$ cat config.mk
export PLATFORM = sky130hd
export DESIGN_NAME = hazard_unit
export DESIGN_NICKNAME = d
export VERILOG_FILES = /design/src/rtl/hazard_unit.sv
export SDC_FILE = /design/constraint.sdc
export NUM_CORES = 1
export LEC_CHECK = 0
export BUFFER_PORTS_ARGS = -buffer_cell sky130_fd_sc_hd__buf_2
export CAP_MARGIN = 30
export CORE_MARGIN = 2
export CORE_UTILIZATION = 45
export CTS_CLUSTER_DIAMETER = 40
export DETAILED_ROUTE_END_ITERATION = 8
export GPL_TIMING_DRIVEN = 0
export PLACE_DENSITY_LB_ADDON = 0.3
export SETUP_SLACK_MARGIN = 0.5
export SYNTH_ARGS = -nofsm -noshare
export SYNTH_HDL_FRONTEND = slang
export SYNTH_SLANG_ARGS = --single-unit
export TNS_END_PERCENT = 20
$ cat constraint.sdc
create_clock -name clk -period 2 [get_ports clk]
set_input_delay 0.1 -clock clk [delete_from_list [all_inputs] [get_ports clk]]
set_output_delay 0.1 -clock clk [all_outputs]
set_load 0.05 [all_outputs]
$ cat src/rtl/hazard_unit.sv
// Pipeline hazard control: load-use/branch stalls, taken-branch flush, EX forwarding selects, plus
// registered state/statistics. Controls are combinational (0 cycles); stats update one posedge later.
module hazard_unit #(
  parameter int CNT_W     = 16,
  parameter int MAX_STALL = 2
) (
  input  logic             clk,
  input  logic             rst,
  input  logic [4:0]       Rs_addr_ID,
  input  logic [4:0]       Rt_addr_ID,
  input  logic             uses_rt_ID,
  input  logic             branch_ID,
  input  logic             branch_taken,
  input  logic             MemRead_IE,
  input  logic             write_IE,
  input  logic [4:0]       Rs_addr_IE,
  input  logic [4:0]       Rt_addr_IE,
  input  logic [4:0]       dst_addr_IE,
  input  logic             MemRead_EM,
  input  logic             write_EM,
  input  logic [4:0]       dst_addr_EM,
  input  logic             write_MW,
  input  logic [4:0]       dst_addr_MW,
  output logic             PCWrite,
  output logic             IFID_write,
  output logic             IFID_flush,
  output logic             IDEX_bubble,
  output logic [1:0]       ForwardA,
  output logic [1:0]       ForwardB,
  output logic [1:0]       hz_state,
  output logic [CNT_W-1:0] stall_count,
  output logic [CNT_W-1:0] flush_count,
  output logic             hazard_err
);

  typedef enum logic [1:0] {
    HZ_RUN      = 2'd0,
    HZ_STALL_LD = 2'd1,
    HZ_STALL_BR = 2'd2,
    HZ_FLUSH    = 2'd3
  } hz_state_e;

  localparam int RUN_W = $clog2(MAX_STALL + 2);

  hz_state_e        state_q, state_d;
  logic [CNT_W-1:0] stall_cnt_q, stall_cnt_d;
  logic [CNT_W-1:0] flush_cnt_q, flush_cnt_d;
  logic [RUN_W-1:0] run_cnt_q, run_cnt_d;
  logic             err_q, err_d;

  logic ld_use, br_ex, br_mem, stall, flush;

  // Register 0 is hardwired, so it can never be a real dependency.
  function automatic logic src_match(input logic [4:0] x, input logic [4:0] rs,
                                     input logic [4:0] rt, input logic use_rt);
    return (x != 5'd0) && ((x == rs) || (use_rt && (x == rt)));
  endfunction

  function automatic logic [1:0] fwd_sel(input logic [4:0] src,
                                         input logic wr_em, input logic [4:0] dst_em,
                                         input logic wr_mw, input logic [4:0] dst_mw);
    if (wr_em && (dst_em != 5'd0) && (dst_em == src)) return 2'b10;
    if (wr_mw && (dst_mw != 5'd0) && (dst_mw == src)) return 2'b01;
    return 2'b00;
  endfunction

  always_comb begin
    ld_use = MemRead_IE && src_match(Rt_addr_IE, Rs_addr_ID, Rt_addr_ID, uses_rt_ID);
    br_ex  = branch_ID && write_IE && src_match(dst_addr_IE, Rs_addr_ID, Rt_addr_ID, uses_rt_ID);
    br_mem = branch_ID && MemRead_EM && src_match(dst_addr_EM, Rs_addr_ID, Rt_addr_ID, uses_rt_ID);
    stall  = ld_use | br_ex | br_mem;
    // An unresolved branch (operands pending) must not redirect fetch.
    flush  = branch_ID && branch_taken && !stall;
  end

  assign PCWrite     = !stall;
  assign IFID_write  = !stall;
  assign IDEX_bubble = stall;
  assign IFID_flush  = flush;
  assign ForwardA    = fwd_sel(Rs_addr_IE, write_EM, dst_addr_EM, write_MW, dst_addr_MW);
  assign ForwardB    = fwd_sel(Rt_addr_IE, write_EM, dst_addr_EM, write_MW, dst_addr_MW);

  always_comb begin
    state_d     = HZ_RUN;
    stall_cnt_d = stall_cnt_q;
    flush_cnt_d = flush_cnt_q;
    run_cnt_d   = run_cnt_q;
    err_d       = err_q;

    if (ld_use)               state_d = HZ_STALL_LD;
    else if (br_ex || br_mem) state_d = HZ_STALL_BR;
    else if (flush)           state_d = HZ_FLUSH;

    if (stall && (stall_cnt_q != {CNT_W{1'b1}})) stall_cnt_d = stall_cnt_q + CNT_W'(1);
    if (flush && (flush_cnt_q != {CNT_W{1'b1}})) flush_cnt_d = flush_cnt_q + CNT_W'(1);

    if (!stall)
      run_cnt_d = '0;
    else if (run_cnt_q != RUN_W'(MAX_STALL + 1))
      run_cnt_d = run_cnt_q + RUN_W'(1);

    if (stall && (run_cnt_q == RUN_W'(MAX_STALL))) err_d = 1'b1;
  end

  always_ff @(posedge clk or posedge rst) begin
    if (rst) begin
      state_q     <= HZ_RUN;
      stall_cnt_q <= '0;
      flush_cnt_q <= '0;
      run_cnt_q   <= '0;
      err_q       <= 1'b0;
    end else begin
      state_q     <= state_d;
      stall_cnt_q <= stall_cnt_d;
      flush_cnt_q <= flush_cnt_d;
      run_cnt_q   <= run_cnt_d;
      err_q       <= err_d;
    end
  end

  assign hz_state    = state_q;
  assign stall_count = stall_cnt_q;
  assign flush_count = flush_cnt_q;
  assign hazard_err  = err_q;

endmodule
==> metrics.md, run 1 <==
| Metric | Value |
|---|---|
| Global-route wire length before repair | 10.6 mm |
| Cells after DPL | 412 |
| Area share of the largest cell type after synthesis | 37.0% |
| Adder-cell share of the synthesized area | 2.00% |
| EDFF count, synth | 0 |
| DR vias | 2376 |
| Detail Placement HPWL | 4.39 mm |
| Clock tree from TritonCTS | built |
| Ys async rst share | 100% |
| Clk Latency, worst-skew pair | 0.30 ns |
| RSZ-0062 raised after global routing | true |
| Number of synthesis warnings | 0 |
| Die Area | 6170 µm² |
| Initial Util | 46.0% |
| Post-route insts no fill | 456 |
| # fillers | 452 |
| DRT iter0 DRCs | 50 |
| Share of layout cells above drive strength 1 | 42.4% |
| Slew HR | 47.7% |
| Pwr dens | 750 nW/µm² |
| Io pins | 88 |
| Core Rows | 27 |
| Max clock buf depth | 2 |
| Fin Setup TNS | 0 ns |
| Critical path class | register to register |
| Hold Fails Final Rpt | 0 |
| Worst-path maximum fanout | 5 |
| Largest net degree at the start of global routing | 38 |
| Average size of a mapped cell | 9.51 µm² |
| Most common cell in the netlist | xnor2_1 |
| Core footprint | 5440 µm² |
| Leak | 1.86 nW |
| Routed WL per cell | 14.2 µm |
| Simple-Gate Fraction of Synth Area | 22.6% |
| Die Ht | 78.5 µm |
| Grt total ovfl | 0 |
| Seq cells post-synth | 37 |
| Final Max Tran Viols | 0 |
| Worst Tran Pin Value | 0.784 ns |
| Post-Syn Instances | 263 |
| H-tree depth | 2 |
| Power, Total | 0.00273 W |
| Worst Setup End Kind | register |
| Antenna viol nets, final | 0 |
| Max-capacitance violation count | 0 |
| # clock sinks | 37 |
| Post-synth top area cell | dfrtp_1 |
| Compound-Gate Fraction of Synth Area | 4.45% |
| Total CTS buffers | 5 |
| Placed inst area | 3010 µm² |
| Nets@finish | 432 |
| Final period util | 92.1% |
| Root Buffer | clkbuf_8 |
| Main combinational cell family by area after synthesis | XOR/XNOR gates |
| Worst Skew | 0.0107 ns |
| Max VDD drop | 0.000433 V |
| ANT cells | 0 |
| TritonRoute pass-1 iters | 4 |
| Mux cell area share after synthesis | 1.90% |
| Vias in the first global route | 2343 |
| Overall routing resource usage | 21.6% |
| Synth area leaders | dfrtp_1, xnor2_1, xor2_1 |
| Part of the Yosys area used for sequential elements | 37.0% |
| Layout area overhead | 45.8% |
| Top cells by count, synth | xnor2_1, dfrtp_1, xor2_1, nand2_1, nand3_1 |
| Critical Path AT | 2.03 ns |
| Final wirelength | 6.48 mm |
| Synth Cell Area | 2500 µm² |
| Hold crit path type | primary input to register |
| Highest clock rate | 0.543 GHz |
| Outcome | complete, no violations |
| Startpoint Class | register |
| Final instance area | 3650 µm² |
| GP Congestion | 0.866 |
| Worst-path clk slew | 0.09 ns |
| Worst R2R Setup Slack | 0.16 ns |
| Post-Synth XOR/XNOR Area | 27.0% |
| Initial antenna violation count | 0 |
| Min setup slack post-route | 0.158 ns |
| Syn Nets | 312 |
| Count of final setup violators | 0 |
| Vias per cell | 5.21 |
| DRC errors left | 0 |
| WP data required | 2.19 ns |
| Final min period | 1.84 ns |
| IO Port Bufs | 77 |
| Top_reg_cell synth | dfrtp_1 |
| Dpl ws | -0.686 ns |
| Synth unique cells | 38 |
| Die width | 78.5 µm |
[where the power goes]
part	total (W)	internal [W]	switching, W
Combinational	0.00110	0.000393	0.000705
Clock	0.000658	0.000373	0.000285
Sequential	0.000978	0.000852	0.000126
[cell usage in the layout, fill, tap and decap left out, types with 2 or more instances in the layout]
cell type | Yosys | final
buf_6 | 1 | 5
or4_1 | 4 | 4
nor3_4 | 0 | 5
and4_1 | 2 | 2
and3_1 | 12 | 8
buf_8 | 0 | 6
dfrtp_1 | 37 | 37
o22ai_1 | 3 | 3
inv_1 | 9 | 7
nor3_1 | 5 | 5
xnor2_1 | 48 | 47
ha_1 | 4 | 3
a21oi_1 | 4 | 4
nand3_4 | 0 | 2
or3_4 | 0 | 2
mux2_2 | 2 | 2
nand2_1 | 20 | 19
and3_4 | 0 | 4
nand3_1 | 18 | 15
xor2_1 | 29 | 29
nor4_1 | 6 | 4
buf_4 | 1 | 33
clkbuf_8 | 0 | 7
nor2_1 | 12 | 12
nand4_1 | 9 | 9
buf_2 | 7 | 76
[through the flow]
step,hold slack (ns),util [%]
after floorplan,0.233,-
after global placement,0.371,55.4
after detailed placement,0.302,55.4
after CTS,0.0737,64.8
after global routing,0.0826,67.0
final,0.0850,67.0
[critical path: stages, from the launching register on]
cell and delay, ns:
dfrtp_1 0.37, ha_2 0.18, and3_4 0.20, nand3_4 0.09
or3_4 0.45, buf_8 0.15, and3_4 0.17, xor2_1 0.13
[per-layer routing]
metal | GRT usage [%] | wire (µm) | up-vias
met3 | 4.25 | 339 | 11
met1 | 25.6 | 2630 | 1153
li1 | - | - | 1139
met4 | 6.32 | 98 | 0
met2 | 39.4 | 3410 | 73
met5 | 0 | 0 | -
[registers in the layout, indices dropped and copies added, names as in the netlist]
register and cells:
hazard_err 1, run_cnt_q 2, hz_state 2, stall_count 16, flush_count 16
[worst paths after layout]
kind	startpoint	cells past startpoint	to
worst max-delay path	flush_count[1]$_DFFE_PP0P_	7	flush_count[6]$_DFFE_PP0P_
worst min-delay path	branch_taken	3	hz_state[1]$_DFF_PP0_
max in group asynchronous	rst	3	flush_count[10]$_DFFE_PP0P_
worst min register to register	flush_count[9]$_DFFE_PP0P_	1	flush_count[9]$_DFFE_PP0P_
worst max register to register	flush_count[1]$_DFFE_PP0P_	7	flush_count[6]$_DFFE_PP0P_
min in group asynchronous	rst	3	flush_count[7]$_DFFE_PP0P_
[cells by family after synthesis]
kind of cell             after synthesis
adder cells (fa/ha/maj)                4
AO/OA/AOI/OAI                         15
flip-flops                            37
AND/OR/NAND/NOR                      102
XOR/XNOR                              77
multiplexers                           4
buffers and inverters                 24
[final cells by class]
class / count / area (µm²) / share of cell area [%]
clock inverter: 3 / 46.3 / 1.27
sequential: 37 / 926 / 25.4
multi-input combinational: 202 / 1590 / 43.5
tap: 72 / 90.1 / 2.47
buffer: 15 / 141 / 3.88
inverter: 9 / 36.3 / 0.995
clock buffer: 5 / 68.8 / 1.89
timing repair buffer: 113 / 752 / 20.6
[repair_timing]
| action | CTS | global route |
|---|---|---|
| pin swaps | 13 | 10 |
| endpoints found under the setup margin | 41 | 39 |
| gates cloned | 1 | 1 |
| buffers inserted | 28 | 5 |
| gates resized for setup | 39 | 12 |
| hold buffers | 1 | 0 |
| hold endpoints to repair | 37 | 0 |
Note: power is estimated with default switching activity, not from simulation.
==> run 2: changes to the inputs <==
- MAX_ROUTING_LAYER: default -> met4
==> run 2 against run 1 <==
- core utilization did not move
- non-clock buffer count did not move
- total power barely moved
- sequential power barely moved
- die area did not move
- register-to-register slack barely moved
- cell count did not move
- sequential share of layout area did not move
- fmax barely moved
- clock power barely moved
- flip-flop and latch count did not move
- critical path type unchanged
- largest power group unchanged
==> metrics.md, run 2 (synthesis results as in run 1) <==
| Metric | Value |
|---|---|
| Outcome | complete, no violations |
| DRC errors left | 0 (unchanged) |
| Initial Util | 46.0% (unchanged) |
| Final instance area | 3650 µm² (unchanged) |
| Max-capacitance violation count | 0 (unchanged) |
| Global-route wire length before repair | 10.6 mm (about the same) |
| Die width | 78.5 µm (unchanged) |
| Vias in the first global route | 2346 (+0.13%) |
| Slew HR | 47.6% (about the same) |
| Core footprint | 5440 µm² (unchanged) |
| DR vias | 2378 (+0.084%) |
| ANT cells | 0 (unchanged) |
| Cells after DPL | 412 (unchanged) |
| Max VDD drop | 0.000433 V (about the same) |
| Critical path class | register to register |
| RSZ-0062 raised after global routing | true |
| Fin Setup TNS | 0 ns (unchanged) |
| Io pins | 88 (unchanged) |
| Critical Path AT | 2.03 ns (about the same) |
| Final period util | 92.2% (about the same) |
| Die Area | 6170 µm² (unchanged) |
| Leak | 1.86 nW (unchanged) |
| Worst-path maximum fanout | 5 (unchanged) |
| Clock tree from TritonCTS | built |
| Leading cell type in the layout, fill and taps excluded | buf_2 |
| Die Ht | 78.5 µm (unchanged) |
| Overall routing resource usage | 22.3% (+0.62 points) |
| Detail Placement HPWL | 4.39 mm (unchanged) |
| Pwr dens | 750 nW/µm² (about the same) |
| Share of layout cells above drive strength 1 | 42.4% (unchanged) |
| Clk Latency, worst-skew pair | 0.29 ns (about the same) |
| Total CTS buffers | 5 (unchanged) |
| Most frequent cells in the layout | buf_2, xnor2_1, dfrtp_1 |
| IO Port Bufs | 77 (unchanged) |
| DRT iter0 DRCs | 61 (+22%) |
| Hold Path Stages | 3 (unchanged) |
| Worst Setup End Kind | register |
| Count of final setup violators | 0 (unchanged) |
| Nets@finish | 432 (unchanged) |
| Antenna viol nets, final | 0 (unchanged) |
| Root Buffer | clkbuf_8 |
| Min Hold Slack | 0.0833 ns (-0.00172 ns) |
| Final Max Tran Viols | 0 (unchanged) |
| # clock sinks | 37 (unchanged) |
| Placed inst area | 3010 µm² (unchanged) |
| Layout area overhead | 45.8% (unchanged) |
| Max clock buf depth | 2 (unchanged) |
| GP Congestion | 0.880 (+1.6%) |
| Worst R2R Setup Slack | 0.16 ns (about the same) |
| Largest net degree at the start of global routing | 38 (unchanged) |
| Hold crit path type | primary input to register |
| Hold Fails Final Rpt | 0 (unchanged) |
| Post-route insts no fill | 456 (unchanged) |
| Final wirelength | 6.48 mm (about the same) |
| WP data required | 2.19 ns (about the same) |
| Final min period | 1.84 ns (+0.00173 ns) |
| Core Rows | 27 (unchanged) |
| Worst Skew | 0.0103 ns (-0.000445 ns) |
| Grt total ovfl | 0 (unchanged) |
| Startpoint Class | register |
| Routed WL per cell | 14.2 µm (about the same) |
| Initial antenna violation count | 0 (unchanged) |
| TritonRoute pass-1 iters | 4 (unchanged) |
| Highest clock rate | 0.542 GHz (about the same) |
| Worst-path clk slew | 0.08 ns (about the same) |
| Power, Total | 0.00273 W (about the same) |
| R2R depth | 7 (unchanged) |
| H-tree depth | 2 (unchanged) |
| Worst Tran Pin Value | 0.784 ns (+0.000431 ns) |
| Vias per cell | 5.21 (about the same) |
==> run 2: path summary, 6_finish.rpt <==
kind,startpoint,to
max,flush_count[1]$_DFFE_PP0P_,flush_count[6]$_DFFE_PP0P_
min,branch_taken,hz_state[1]$_DFF_PP0_
max reg2reg,flush_count[1]$_DFFE_PP0P_,flush_count[6]$_DFFE_PP0P_
min reg2reg,flush_count[9]$_DFFE_PP0P_,flush_count[9]$_DFFE_PP0P_
max in group asynchronous,rst,flush_count[10]$_DFFE_PP0P_
min in group asynchronous,rst,flush_count[7]$_DFFE_PP0P_
==> run 2: per-layer routing <==
metal | routed length [µm] | vias up | GRT usage (%)
li1 | - | 1138 | -
met1 | 2680 | 1149 | 25.9
met2 | 3400 | 80 | 39.4
met3 | 301 | 11 | 3.91
met4 | 98 | 0 | 6.32
met5 | 0 | - | -
==> run 2: final cells by class <==
type	instances	area, µm²
inverter	9	36.3
clock inverter	3	46.3
tap	72	90.1
buffer	15	141
clock buffer	5	68.8
timing repair buffer	113	752
sequential	37	926
fill	452	1790
multi-input combinational	202	1590
==> run 2: through the flow <==
| stage | utilization [%] | worst slack [ns] |
|---|---|---|
| 6_report | 67.0 | 0.156 |
| 5_1_grt | 67.0 | 0.0812 |
| 4_1_cts | 64.8 | 0.161 |
| 3_5_place_dp | 55.4 | -0.686 |
| 3_3_place_gp | 55.4 | -0.687 |
| 2_1_floorplan | - | -1.83 |
==> run 2: power by group <==
group	internal (W)	switching (W)	leakage, nW
sequential	0.000852	0.000126	0.489
combinational	0.000393	0.000706	1.32
clock	0.000373	0.000284	0.0543
==> run 2: repair_timing <==
| action | CTS | global route |
|---|---|---|
| resized for setup | 39 | 12 |
| setup buffers | 28 | 5 |
| endpoints found under the hold margin | 37 | 0 |
| setup endpoints to repair | 41 | 39 |
| cloned | 1 | 1 |
| pin swaps | 13 | 10 |
| hold buffers | 1 | 0 |
==> run 2: critical path, cell delays in order (launching register included) <==
cell and delay [ns]:
dfrtp_1 0.37, ha_2 0.18, and3_4 0.20, nand3_4 0.09, or3_4 0.45, buf_8 0.15, and3_4 0.17, xor2_1 0.13
